`src/rtl/hazard_unit.sv`:
```
// rtl/hazard_unit.sv - load-use / HI-LO hazard detection, redirect squash and mult/div sequencer
// Stall/flush outputs are combinational; mult/div status and perf counters are registered.
module hazard_unit #(
   parameter int MULT_CYCLES = 4,
   parameter int DIV_CYCLES  = 32
) (
   input  logic        clk,
   input  logic        rst,
   input  logic [4:0]  id_rs,
   input  logic [4:0]  id_rt,
   input  logic        id_uses_rs,
   input  logic        id_uses_rt,
   input  logic        id_hilo_use,
   input  logic        ex_mem_read,
   input  logic        ex_rf_wen,
   input  logic [4:0]  ex_rf_waddr,
   input  logic        ex_md_start,
   input  logic        ex_md_is_mult,
   input  logic        mem_redirect,
   output logic        pc_stall,
   output logic        if_id_stall,
   output logic        if_id_flush,
   output logic        id_ex_clr,
   output logic        ex_mem_clr,
   output logic        md_busy,
   output logic        md_done,
   output logic        md_err,
   output logic [15:0] stall_cnt,
   output logic [15:0] flush_cnt
);

   localparam logic [5:0] MULT_LOAD = 6'(MULT_CYCLES - 1);
   localparam logic [5:0] DIV_LOAD  = 6'(DIV_CYCLES - 1);

   typedef enum logic {IDLE, BUSY} md_state_t;

   md_state_t  state;
   logic [5:0] cnt;
   logic       load_use;
   logic       hilo_haz;
   logic       stall;

   always_comb begin
      load_use = ex_mem_read && ex_rf_wen && (ex_rf_waddr != 5'd0) &&
                 ((id_uses_rs && (id_rs == ex_rf_waddr)) ||
                  (id_uses_rt && (id_rt == ex_rf_waddr)));
      // The start cycle itself is covered by ex_md_start, before md_busy rises.
      hilo_haz = id_hilo_use && (md_busy || ex_md_start);
      // A redirect squashes the stalled instruction, so it wins over stall.
      stall    = (load_use || hilo_haz) && !mem_redirect;
   end

   assign pc_stall    = stall;
   assign if_id_stall = stall;
   assign if_id_flush = mem_redirect;
   assign ex_mem_clr  = mem_redirect;
   assign id_ex_clr   = stall || mem_redirect;
   assign md_busy     = (state == BUSY);

   always_ff @(posedge clk or negedge rst) begin
      if (!rst) begin
         state   <= IDLE;
         cnt     <= 6'd0;
         md_done <= 1'b0;
         md_err  <= 1'b0;
      end else begin
         md_done <= 1'b0;
         case (state)
            IDLE: begin
               if (ex_md_start && !mem_redirect) begin
                  state <= BUSY;
                  cnt   <= ex_md_is_mult ? MULT_LOAD : DIV_LOAD;
               end
            end
            BUSY: begin
               // A start here means the hazard logic was bypassed: flag it, keep the window.
               if (ex_md_start)
                  md_err <= 1'b1;
               if (cnt == 6'd0) begin
                  state   <= IDLE;
                  md_done <= 1'b1;
               end else begin
                  cnt <= cnt - 6'd1;
               end
            end
            default: state <= IDLE;
         endcase
      end
   end

   always_ff @(posedge clk or negedge rst) begin
      if (!rst) begin
         stall_cnt <= 16'd0;
         flush_cnt <= 16'd0;
      end else begin
         if (stall && (stall_cnt != 16'hFFFF))
            stall_cnt <= stall_cnt + 16'd1;
         if (mem_redirect && (flush_cnt != 16'hFFFF))
            flush_cnt <= flush_cnt + 16'd1;
      end
   end

endmodule

```
`config.mk`:
```
export PLATFORM = sky130hd
export DESIGN_NAME = hazard_unit
export DESIGN_NICKNAME = d
export VERILOG_FILES = /design/src/rtl/hazard_unit.sv
export SDC_FILE = /design/constraint.sdc
export NUM_CORES = 1
export LEC_CHECK = 0
export BUFFER_PORTS_ARGS = -buffer_cell sky130_fd_sc_hd__buf_2
export CAP_MARGIN = 30
export CORE_MARGIN = 2
export CORE_UTILIZATION = 38
export DETAILED_ROUTE_END_ITERATION = 6
export HOLD_SLACK_MARGIN = 0.1
export PLACE_DENSITY = 0.61
export SLEW_MARGIN = 0
export SYNTH_ARGS = -nofsm -noshare
export SYNTH_HDL_FRONTEND = slang
export SYNTH_SLANG_ARGS = --single-unit
```
`constraint.sdc`:
```
create_clock -name clk -period 6.6 [get_ports clk]
set_clock_uncertainty 0.15 [all_clocks]
set_input_delay 1.65 -clock clk [delete_from_list [all_inputs] [get_ports clk]]
set_output_delay 1.65 -clock clk [all_outputs]
set_load 0.01 [all_outputs]
```
==> flow_metrics.py, run 1 <==
metrics = {
    "finish": {
        "layout_common_cells": "buf_2, dfrtp_1, xnor2_1",
        "layout-drive-gt1-share": 0.309,
        "fin_area_um2": 2660,
        "syn2layout_area_growth_pct": 22.7,
        "final_common_cell": "buf_2",
        "antenna_cells": 0,
        "nets": 302,
    },
    "global_routing": {
        "gr-usage-met2": 0.251,
        "use_met3": 0.0396,
        "track_usage": 0.150,
        "grtUsageMet1": 0.188,
        "antenna_found_initial": 0,
        "grt-ovfl-total": 0,
        "grt_busiest_layer": "met2",
        "grt_start_max_net_pins": 42,
        "grt_pass1_wl_um": 7420,
        "grt_pass1_vias": 1656,
    },
    "logic_synthesis": {
        "synth_area_um2": 2170,
        "syn-num-nets": 236,
        "synth-edff-count": 0,
        "synth_cell_types": 41,
        "async_flop_share": 1.00,
        "synth-seq-area-share": 0.473,
        "synth_ff_type": "dfrtp_1",
        "ys_warn_count": 0,
        "avgSynthCellArea_um2": 10.4,
        "syn_inst": 208,
        "synth-seq-cells": 41,
    },
    "detailed_routing": {
        "via_per_inst": 5.02,
        "drc": 0,
        "wl_per_cell_um": 13.1,
        "final_antenna_net_count": 0,
        "first_iter_violations": 96,
        "firstDrtPassIters": 4,
        "route.vias.total": 1743,
        "drt-total-wl_um": 4540,
    },
    "cts": {
        "insertion_delay_ps": 290,
        "numCtsBuffers": 5,
        "cts_sinks": 41,
        "htree_levels": 2,
        "cts_resized": 0,
        "cts_tree": "done",
        "clkTransAtPathRegs_ps": 70,
        "ctsHoldBuffers": 0,
        "cts-root-buf": "clkbuf_8",
        "cts_setup_buffers": 0,
        "clk_path_buf_depth": 2,
    },
    "die": {
        "die-area_um2": 6330,
        "core-area_um2": 5510,
        "io_pins": 65,
        "start_util": 0.394,
        "dieWidth_um": 79.6,
        "die_h_um": 79.6,
        "num_rows": 27,
    },
    "place": {
        "place_area_um2": 2550,
        "numPortBuffers": 64,
        "dp_hpwl_um": 3340,
        "gp_congestion": 0.806,
    },
    "sta": {
        "setup_viol": 0,
        "finalWorstPathRequiredPeriod_ps": 4780,
        "finalHoldViolations": 0,
        "relSlewSlack": 0.386,
        "rsz0062_at_grt": "false",
        "drv_slew": 0,
        "fin_crit_sh": 0.725,
        "timing.setup.tns_ps": 0,
        "tightest_slew_ps": 921,
        "fmax_mhz": 209,
    },
    "pwr": {
        "combPwrFrac": 0.276,
        "p_switching_w": 0.000275,
        "peakVddDrop_mv": 0.179,
        "p_per_area_nw_per_um2": 309,
        "p_total_w": 0.000822,
        "power.leakage_nw": 1.25,
        "internal_power_w": 0.000548,
        "clkPwrFrac": 0.252,
        "p_sw_frac": 0.334,
        "sequentialPowerShare": 0.473,
    },
    "worst_setup_path": {
        "critical_path_required_ps": 4800,
        "crit_buf_inv": 2,
        "critPathTopFamily": "simple AND/OR/NAND/NOR gates",
        "cp-start-kind": "input pin",
        "cp_data_arrival_time_ps": 2980,
        "end_kind": "output pin",
        "path_cells": "buf_2 > or4_1 > o211ai_2 > o21a_4 > nor2_1 > buf_2",
        "path_max_fanout": 8,
        "cpPeakStageDelay_ps": 550,
        "path_common_cell": "buf_2",
        "path_class": "in2out",
        "crit_slowest_cell": "or4_1",
    },
    "run_status": {
        "status": "finished clean",
    },
    "run": {
        "drv_cap": 0,
    },
    "worst_hold_path": {
        "hold_class": "reg2reg",
    },
}
## worst paths after layout
| check | start | to | slack (ps) | cells past startpoint |
|---|---|---|---|---|
| max | ex_rf_waddr[1] | pc_stall | 1820 | 6 |
| min | md_err$_DFFE_PN0P_ | md_err$_DFFE_PN0P_ | 300 | 1 |
| max reg2reg | md_busy$_DFF_PN0_ | stall_cnt[1]$_DFFE_PN0P_ | 4470 | 4 |
| min reg2reg | md_err$_DFFE_PN0P_ | md_err$_DFFE_PN0P_ | 300 | 1 |
| max in group asynchronous | rst | cnt[3]$_DFFE_PN0P_ | 4380 | 1 |
| min in group asynchronous | rst | flush_cnt[3]$_DFFE_PN0P_ | 1350 | 1 |
## Yosys cell counts (all sizes together), types with 3 or more instances
library cell / number / share of area
nor2: 14 / 0.024
nand2: 22 / 0.039
dfrtp: 41 / 0.47
nor4: 4 / 0.027
nand2b: 4 / 0.012
nand4: 9 / 0.026
and2: 3 / 0.0087
xor2: 10 / 0.040
buf: 4 / 0.014
nand3: 14 / 0.032
inv: 7 / 0.012
xnor2: 28 / 0.11
a221oi: 3 / 0.015
nor3: 9 / 0.023
a21oi: 3 / 0.0069
o21ai: 3 / 0.0069
mux2: 6 / 0.035
ha: 3 / 0.017
a31oi: 3 / 0.0087
## state kept, by name, indices dropped and copies added (netlist names)
signal	count
cnt	6
flush_cnt	16
md_busy	1
md_done	1
md_err	1
stall_cnt	16
## per-layer routing
layer | routed length, um | share of wire
met5 | 0 | 0
met4 | 49 | 0.011
met3 | 299 | 0.066
met1 | 2040 | 0.45
met2 | 2150 | 0.47
## worst register-to-register path, stage by stage, from the launching register on
cell and delay [ps]:
dfrtp_1 520, o21ai_0 500, o221ai_1 280, nand2_2 240, mux2_1 350
## metrics by stage
| step | hold slack, ps | cells | util | setup WS, ps |
|---|---|---|---|---|
| 2_1_floorplan | 322 | 208 | - | 1980 |
| 3_3_place_gp | 286 | 339 | 0.462 | 1830 |
| 3_5_place_dp | 291 | 339 | 0.462 | 1810 |
| 4_1_cts | 308 | 347 | 0.484 | 1810 |
| 5_1_grt | 332 | 347 | 0.484 | 1760 |
| 6_report | 303 | 347 | 0.484 | 1820 |
## final cells by class
type | instances | area (um^2)
well taps | 72 | 90.1
flip-flops and latches | 41 | 1030
multi-input cells | 155 | 1080
inverters | 7 | 26.3
repair buffers | 64 | 320
clock inverters | 1 | 30.0
clock buffers | 7 | 86.3
fillers | 538 | 2840
## cells by family (layout without fill, tap and decap cells)
kind of cell               after synthesis  count (layout)  synth area share
adders and majority gates                3               3            0.0173
DFF                                     41              41             0.473
muxes                                    6               6            0.0346
and+or+nand+nor                         88              88             0.222
buffers and inverters                   12              79            0.0277
xor gates and xnor gates                38              38             0.153
AOI/OAI and AO/OA                       20              20            0.0721
## power by group through the flow
stage	clock network [W]	logic (W)	registers, W
6_report	0.000207	0.000227	0.000389
5_1_grt	0.000225	0.000257	0.000403
4_1_cts	0.000215	0.000232	0.000390
3_5_place_dp	0	0.000230	0.000395
3_3_place_gp	0	0.000225	0.000392
2_1_floorplan	0	0.000139	0.000394
Power figures use the tool's default switching activity.
==> run 2, diff against run 1 <==
==> constraint.sdc (replaced) <==
create_clock -name clk -period 4.7 [get_ports clk]
set_clock_uncertainty 0.15 [all_clocks]
set_input_delay 1.175 -clock clk [delete_from_list [all_inputs] [get_ports clk]]
set_output_delay 1.175 -clock clk [all_outputs]
set_load 0.01 [all_outputs]
==> flow_metrics.py, run 2 (same netlist as run 1, synthesis figures left out) <==
metrics = {
    "run_status": {
        "status": "finished clean",
    },
    "finish": {
        "fillerInstances": 527,
        "fin_util": 0.484,
        "reg.largest.list": "flush_cnt: 16 flops, stall_cnt: 16 flops, cnt: 6 flops",
        "final_common_cell": "buf_2",
        "layout_common_cells": "buf_2, dfrtp_1, xnor2_1",
        "syn2layout_area_growth_pct": 22.7,
        "antenna_cells": 0,
        "fin_area_um2": 2660,
        "nets": 302,
        "multi_input_area_um2": 1080,
        "seqCellArea_um2": 1030,
        "layout-drive-gt1-share": 0.309,
    },
    "place": {
        "numPortBuffers": 64,
        "gp_congestion": 0.806,
        "place_worst_setup_slack_ps": 862,
        "dp_hpwl_um": 3370,
        "place_area_um2": 2550,
    },
    "die": {
        "die-area_um2": 6330,
        "die_h_um": 79.6,
        "start_util": 0.394,
        "core-area_um2": 5510,
        "num_rows": 27,
        "dieWidth_um": 79.6,
        "io_pins": 65,
    },
    "cts": {
        "insertion_delay_ps": 280,
        "clk_path_buf_depth": 2,
        "ctsHoldBuffers": 0,
        "clkTransAtPathRegs_ps": 70,
        "cts-root-buf": "clkbuf_8",
        "cts_sinks": 41,
        "numCtsBuffers": 5,
        "cts_setup_buffers": 0,
        "cts_resized": 0,
        "htree_levels": 2,
        "cts_tree": "done",
    },
    "sta": {
        "setup_ws_ps": 858,
        "finalHoldViolations": 0,
        "tightest_slew_ps": 920,
        "finalWorstPathRequiredPeriod_ps": 3840,
        "drv_slew": 0,
        "fin_crit_sh": 0.817,
        "rsz0062_at_grt": "false",
        "timing.setup.tns_ps": 0,
        "relSlewSlack": 0.387,
        "fmax_mhz": 260,
        "setup_viol": 0,
    },
    "detailed_routing": {
        "drc": 0,
        "firstDrtPassIters": 4,
        "final_antenna_net_count": 0,
        "route.vias.total": 1713,
        "via_per_inst": 4.94,
        "first_iter_violations": 94,
        "drt-total-wl_um": 4530,
        "wl_per_cell_um": 13.1,
    },
    "global_routing": {
        "antenna_found_initial": 0,
        "grt-ovfl-total": 0,
        "grt_pass1_vias": 1784,
        "track_usage": 0.157,
        "grt_start_max_net_pins": 42,
        "grt_pass1_wl_um": 7880,
    },
    "worst_setup_path": {
        "crit_slowest_cell": "or4_1",
        "critPathTopFamily": "simple AND/OR/NAND/NOR gates",
        "path_max_fanout": 8,
        "crit_buf_inv": 2,
        "path_common_cell": "buf_2",
        "path_cells": "buf_2 > or4_1 > o211ai_2 > o21a_4 > nor2_1 > buf_2",
        "path_class": "in2out",
        "critical_path_required_ps": 3380,
        "cp_data_arrival_time_ps": 2520,
        "cpPeakStageDelay_ps": 550,
        "cp-start-kind": "input pin",
        "end_kind": "output pin",
    },
    "pwr": {
        "p_per_area_nw_per_um2": 432,
        "peakVddDrop_mv": 0.212,
        "power.leakage_nw": 1.25,
    },
    "run": {
        "drv_cap": 0,
    },
    "worst_hold_path": {
        "hold_class": "reg2reg",
    },
}
[run 2: cell counts in the layout (fill, tap and decap cells not counted)]
Identical to the previous run, type by type.
[run 2: metrics by stage]
step           cells  hold slack (ps)  total power, W
6_report         347              306         0.00115
3_3_place_gp     339              286        0.000867
2_1_floorplan    208              322        0.000749
4_1_cts          347              314         0.00117
3_5_place_dp     339              295        0.000876
5_1_grt          347              335         0.00125
[run 2: report_power, final]
group | total [W] | switching [W] | internal, W
clock network | 0.000287 | 0.000114 | 0.000173
logic | 0.000318 | 0.000160 | 0.000158
registers | 0.000546 | 0.000108 | 0.000438
[run 2: cell type report]
| class | instances | area share |
|---|---|---|
| clock inverters | 1 | 0.0113 |
| flip-flops and latches | 41 | 0.385 |
| repair buffers | 64 | 0.120 |
| multi-input cells | 155 | 0.407 |
| clock buffers | 7 | 0.0324 |
| well taps | 72 | 0.0338 |
| inverters | 7 | 0.00987 |
[run 2: metal layers]
metal / part of all wire / GRT usage
met5: 0 / 0
met3: 0.070 / 0.0441
met4: 0.0053 / 0.0466
met2: 0.47 / 0.258
met1: 0.45 / 0.201
[run 2: final timing paths]
kind                            depth (start not counted)               start                        end  slack, ps
worst max-delay path                                    6      ex_rf_waddr[1]                   pc_stall        860
worst min-delay path                                    1  md_err$_DFFE_PN0P_         md_err$_DFFE_PN0P_        310
worst min register to register                          1  md_err$_DFFE_PN0P_         md_err$_DFFE_PN0P_        310
worst max register to register                          4   md_busy$_DFF_PN0_   stall_cnt[1]$_DFFE_PN0P_       2530
max in group asynchronous                               1                 rst  flush_cnt[13]$_DFFE_PN0P_       2950
min in group asynchronous                               1                 rst  stall_cnt[11]$_DFFE_PN0P_        880
==> run 3, diff against run 2 <==
--- a/config.mk
+++ b/config.mk
@@ -5,13 +5,14 @@
 export SDC_FILE = /design/constraint.sdc
 export NUM_CORES = 1
 export LEC_CHECK = 0
+export ABC_AREA = 1
 export BUFFER_PORTS_ARGS = -buffer_cell sky130_fd_sc_hd__buf_2
 export CAP_MARGIN = 30
 export CORE_MARGIN = 2
 export CORE_UTILIZATION = 38
 export DETAILED_ROUTE_END_ITERATION = 6
 export HOLD_SLACK_MARGIN = 0.1
-export PLACE_DENSITY = 0.61
+export PLACE_DENSITY = 0.59
 export SLEW_MARGIN = 0
 export SYNTH_ARGS = -nofsm -noshare
 export SYNTH_HDL_FRONTEND = slang
==> constraint.sdc (replaced) <==
create_clock -name clk -period 3.7 [get_ports clk]
set_clock_uncertainty 0.15 [all_clocks]
set_input_delay 0.925 -clock clk [delete_from_list [all_inputs] [get_ports clk]]
set_output_delay 0.925 -clock clk [all_outputs]
set_load 0.01 [all_outputs]
==> flow_metrics.py, run 3 <==
metrics = {
    "cts": {
        "insertion_delay_ps": 290,
        "clkTransAtPathRegs_ps": 70,
        "cts_sinks": 41,
        "ctsHoldBuffers": 0,
        "numCtsBuffers": 5,
        "cts-root-buf": "clkbuf_8",
        "clk_path_buf_depth": 2,
        "htree_levels": 2,
        "cts_setup_buffers": 0,
        "cts_tree": "done",
        "cts_resized": 0,
    },
    "worst_setup_path": {
        "end_kind": "output pin",
        "path_max_fanout": 4,
        "critPathLaunch": "ex_rf_waddr[2]",
        "critical_path_required_ps": 2620,
        "r2r_start": "stall_cnt[0]$_DFFE_PN0P_",
        "cp-start-kind": "input pin",
        "path_class": "in2out",
        "cp_data_arrival_time_ps": 1870,
    },
    "finish": {
        "fin_util": 0.457,
        "reg.largest.list": "flush_cnt: 16 flops, stall_cnt: 16 flops, cnt: 6 flops",
        "layout-drive-gt1-share": 0.218,
        "final_common_cell": "nand2_1",
        "nets": 455,
        "antenna_cells": 0,
        "fin_area_um2": 3090,
        "syn2layout_area_growth_pct": 17.5,
        "layout_common_cells": "nand2_1, buf_2, nor2_1, dfrtp_1, inv_1",
    },
    "die": {
        "num_rows": 30,
        "die_h_um": 87.2,
        "die-area_um2": 7600,
        "io_pins": 65,
        "core-area_um2": 6760,
        "dieWidth_um": 87.2,
        "start_util": 0.389,
    },
    "place": {
        "place_area_um2": 2980,
        "dp_hpwl_um": 4510,
        "numPortBuffers": 64,
        "place_worst_setup_slack_ps": 753,
        "gp_congestion": 0.799,
    },
    "pwr": {
        "power.leakage_nw": 1.66,
        "p_sw_frac": 0.342,
        "p_switching_w": 0.000399,
        "internal_power_w": 0.000767,
        "peakVddDrop_mv": 0.154,
        "p_per_area_nw_per_um2": 378,
        "combPwrFrac": 0.248,
        "sequentialPowerShare": 0.496,
        "p_total_w": 0.00117,
        "clkPwrFrac": 0.256,
    },
    "logic_synthesis": {
        "async_flop_share": 1.00,
        "yosysMostFrequentCell": "nand2_1",
        "avgSynthCellArea_um2": 7.19,
        "synth_top_area_cell": "dfrtp_1",
        "synth.area.top_cells": "dfrtp_1, nand2_1, nor2_1, inv_1, nand4_1",
        "synth_compound_area_frac": 0.0447,
        "synthTopCellsByCount": "nand2_1, dfrtp_1, nor2_1",
        "synth-xor-area-share": 0.0833,
        "synthSimpleGateAreaFrac": 0.377,
        "synth_ff_type": "dfrtp_1",
        "syn-num-nets": 394,
        "synth-seq-cells": 41,
        "synth_top_family_by_area": "simple AND/OR/NAND/NOR gates",
        "synth_area_um2": 2630,
        "synth-edff-count": 0,
        "syn_inst": 366,
        "ys_warn_count": 0,
        "synth_cell_types": 29,
        "synthAdderAreaFrac": 0.0143,
        "synthMuxAreaShare": 0,
        "synth-seq-area-share": 0.390,
        "synth_top_area_share": 0.390,
    },
    "detailed_routing": {
        "drt-total-wl_um": 6190,
        "wl_per_cell_um": 12.2,
        "drc": 0,
        "via_per_inst": 4.82,
        "first_iter_violations": 115,
        "firstDrtPassIters": 5,
        "route.vias.total": 2444,
        "final_antenna_net_count": 0,
    },
    "run_status": {
        "status": "finished clean",
    },
    "worst_hold_path": {
        "hold_start": "md_err$_DFFE_PN0P_",
        "hold_class": "reg2reg",
    },
    "global_routing": {
        "grt_pass1_vias": 2249,
        "grt_start_max_net_pins": 42,
        "grt-ovfl-total": 0,
        "track_usage": 0.174,
        "antenna_found_initial": 0,
        "grt_pass1_wl_um": 10600,
    },
    "sta": {
        "setup_viol": 0,
        "setup_ws_ps": 750,
        "finalHoldViolations": 0,
        "rsz0062_at_grt": "false",
        "fin_crit_sh": 0.797,
        "tightest_slew_ps": 464,
        "relSlewSlack": 0.690,
        "finalWorstPathRequiredPeriod_ps": 2950,
        "timing.setup.tns_ps": 0,
        "fmax_mhz": 339,
        "drv_slew": 0,
    },
    "run": {
        "drv_cap": 0,
    },
}
## run 3: power groups by stage
stage	combinational, W	sequential [W]	clock, W
floorplan	0.000162	0.000594	0
global placement	0.000285	0.000585	0
detailed placement	0.000290	0.000585	0
CTS	0.000291	0.000577	0.000315
global route	0.000331	0.000589	0.000336
finish	0.000289	0.000579	0.000299
## run 3: kinds of logic (layout without fill, tap and decap cells)
| family | Yosys count | after routing |
|---|---|---|
| buf+inv | 55 | 116 |
| compound gates | 19 | 19 |
| simple gates | 223 | 223 |
| fa+ha+maj | 3 | 3 |
| xor+xnor | 25 | 25 |
| flops | 41 | 41 |
## run 3: layer usage
layer  global-route usage  part of all wire  routed length, um
met1                0.236              0.49               3040
met2                0.287              0.46               2870
met3               0.0303             0.035                214
met4               0.0462             0.011                 68
met5                    0                 0                  0
## run 3: final cells by class
cell class                 count  area, um^2
fill                         695        3670
sequential                    41        1030
inverter                      43         164
clock buffer                   7        86.3
tap                           80         100
timing repair buffer          66         348
multi-input combinational    270        1370
## run 3: final timing paths
| check | depth (start not counted) | slack [ps] | endpoint |
|---|---|---|---|
| min in group asynchronous | 1 | 330 | flush_cnt[15]$_DFFE_PN0P_ |
| hold reg to reg | 1 | 300 | md_err$_DFFE_PN0P_ |
| hold / removal | 1 | 300 | md_err$_DFFE_PN0P_ |
| setup / recovery | 10 | 750 | if_id_stall |
| max in group asynchronous | 2 | 2610 | flush_cnt[13]$_DFFE_PN0P_ |
| setup reg to reg | 7 | 1520 | stall_cnt[5]$_DFFE_PN0P_ |
## run 3: critical path: stages
cell and delay, ps:
buf_2 90, inv_1 70, nand2_1 80, nand2_1 50, nor2_1 110, nand3_1 80
nand2_1 70, nand2_2 80, a21oi_1 160, buf_2 160
## run 3: per-stage QoR
step / std cells / hold slack [ps]
after floorplan: 366 / 343
final: 507 / 304
after detailed placement: 499 / 295
after global routing: 507 / 323
after CTS: 506 / 313
after global placement: 499 / 285
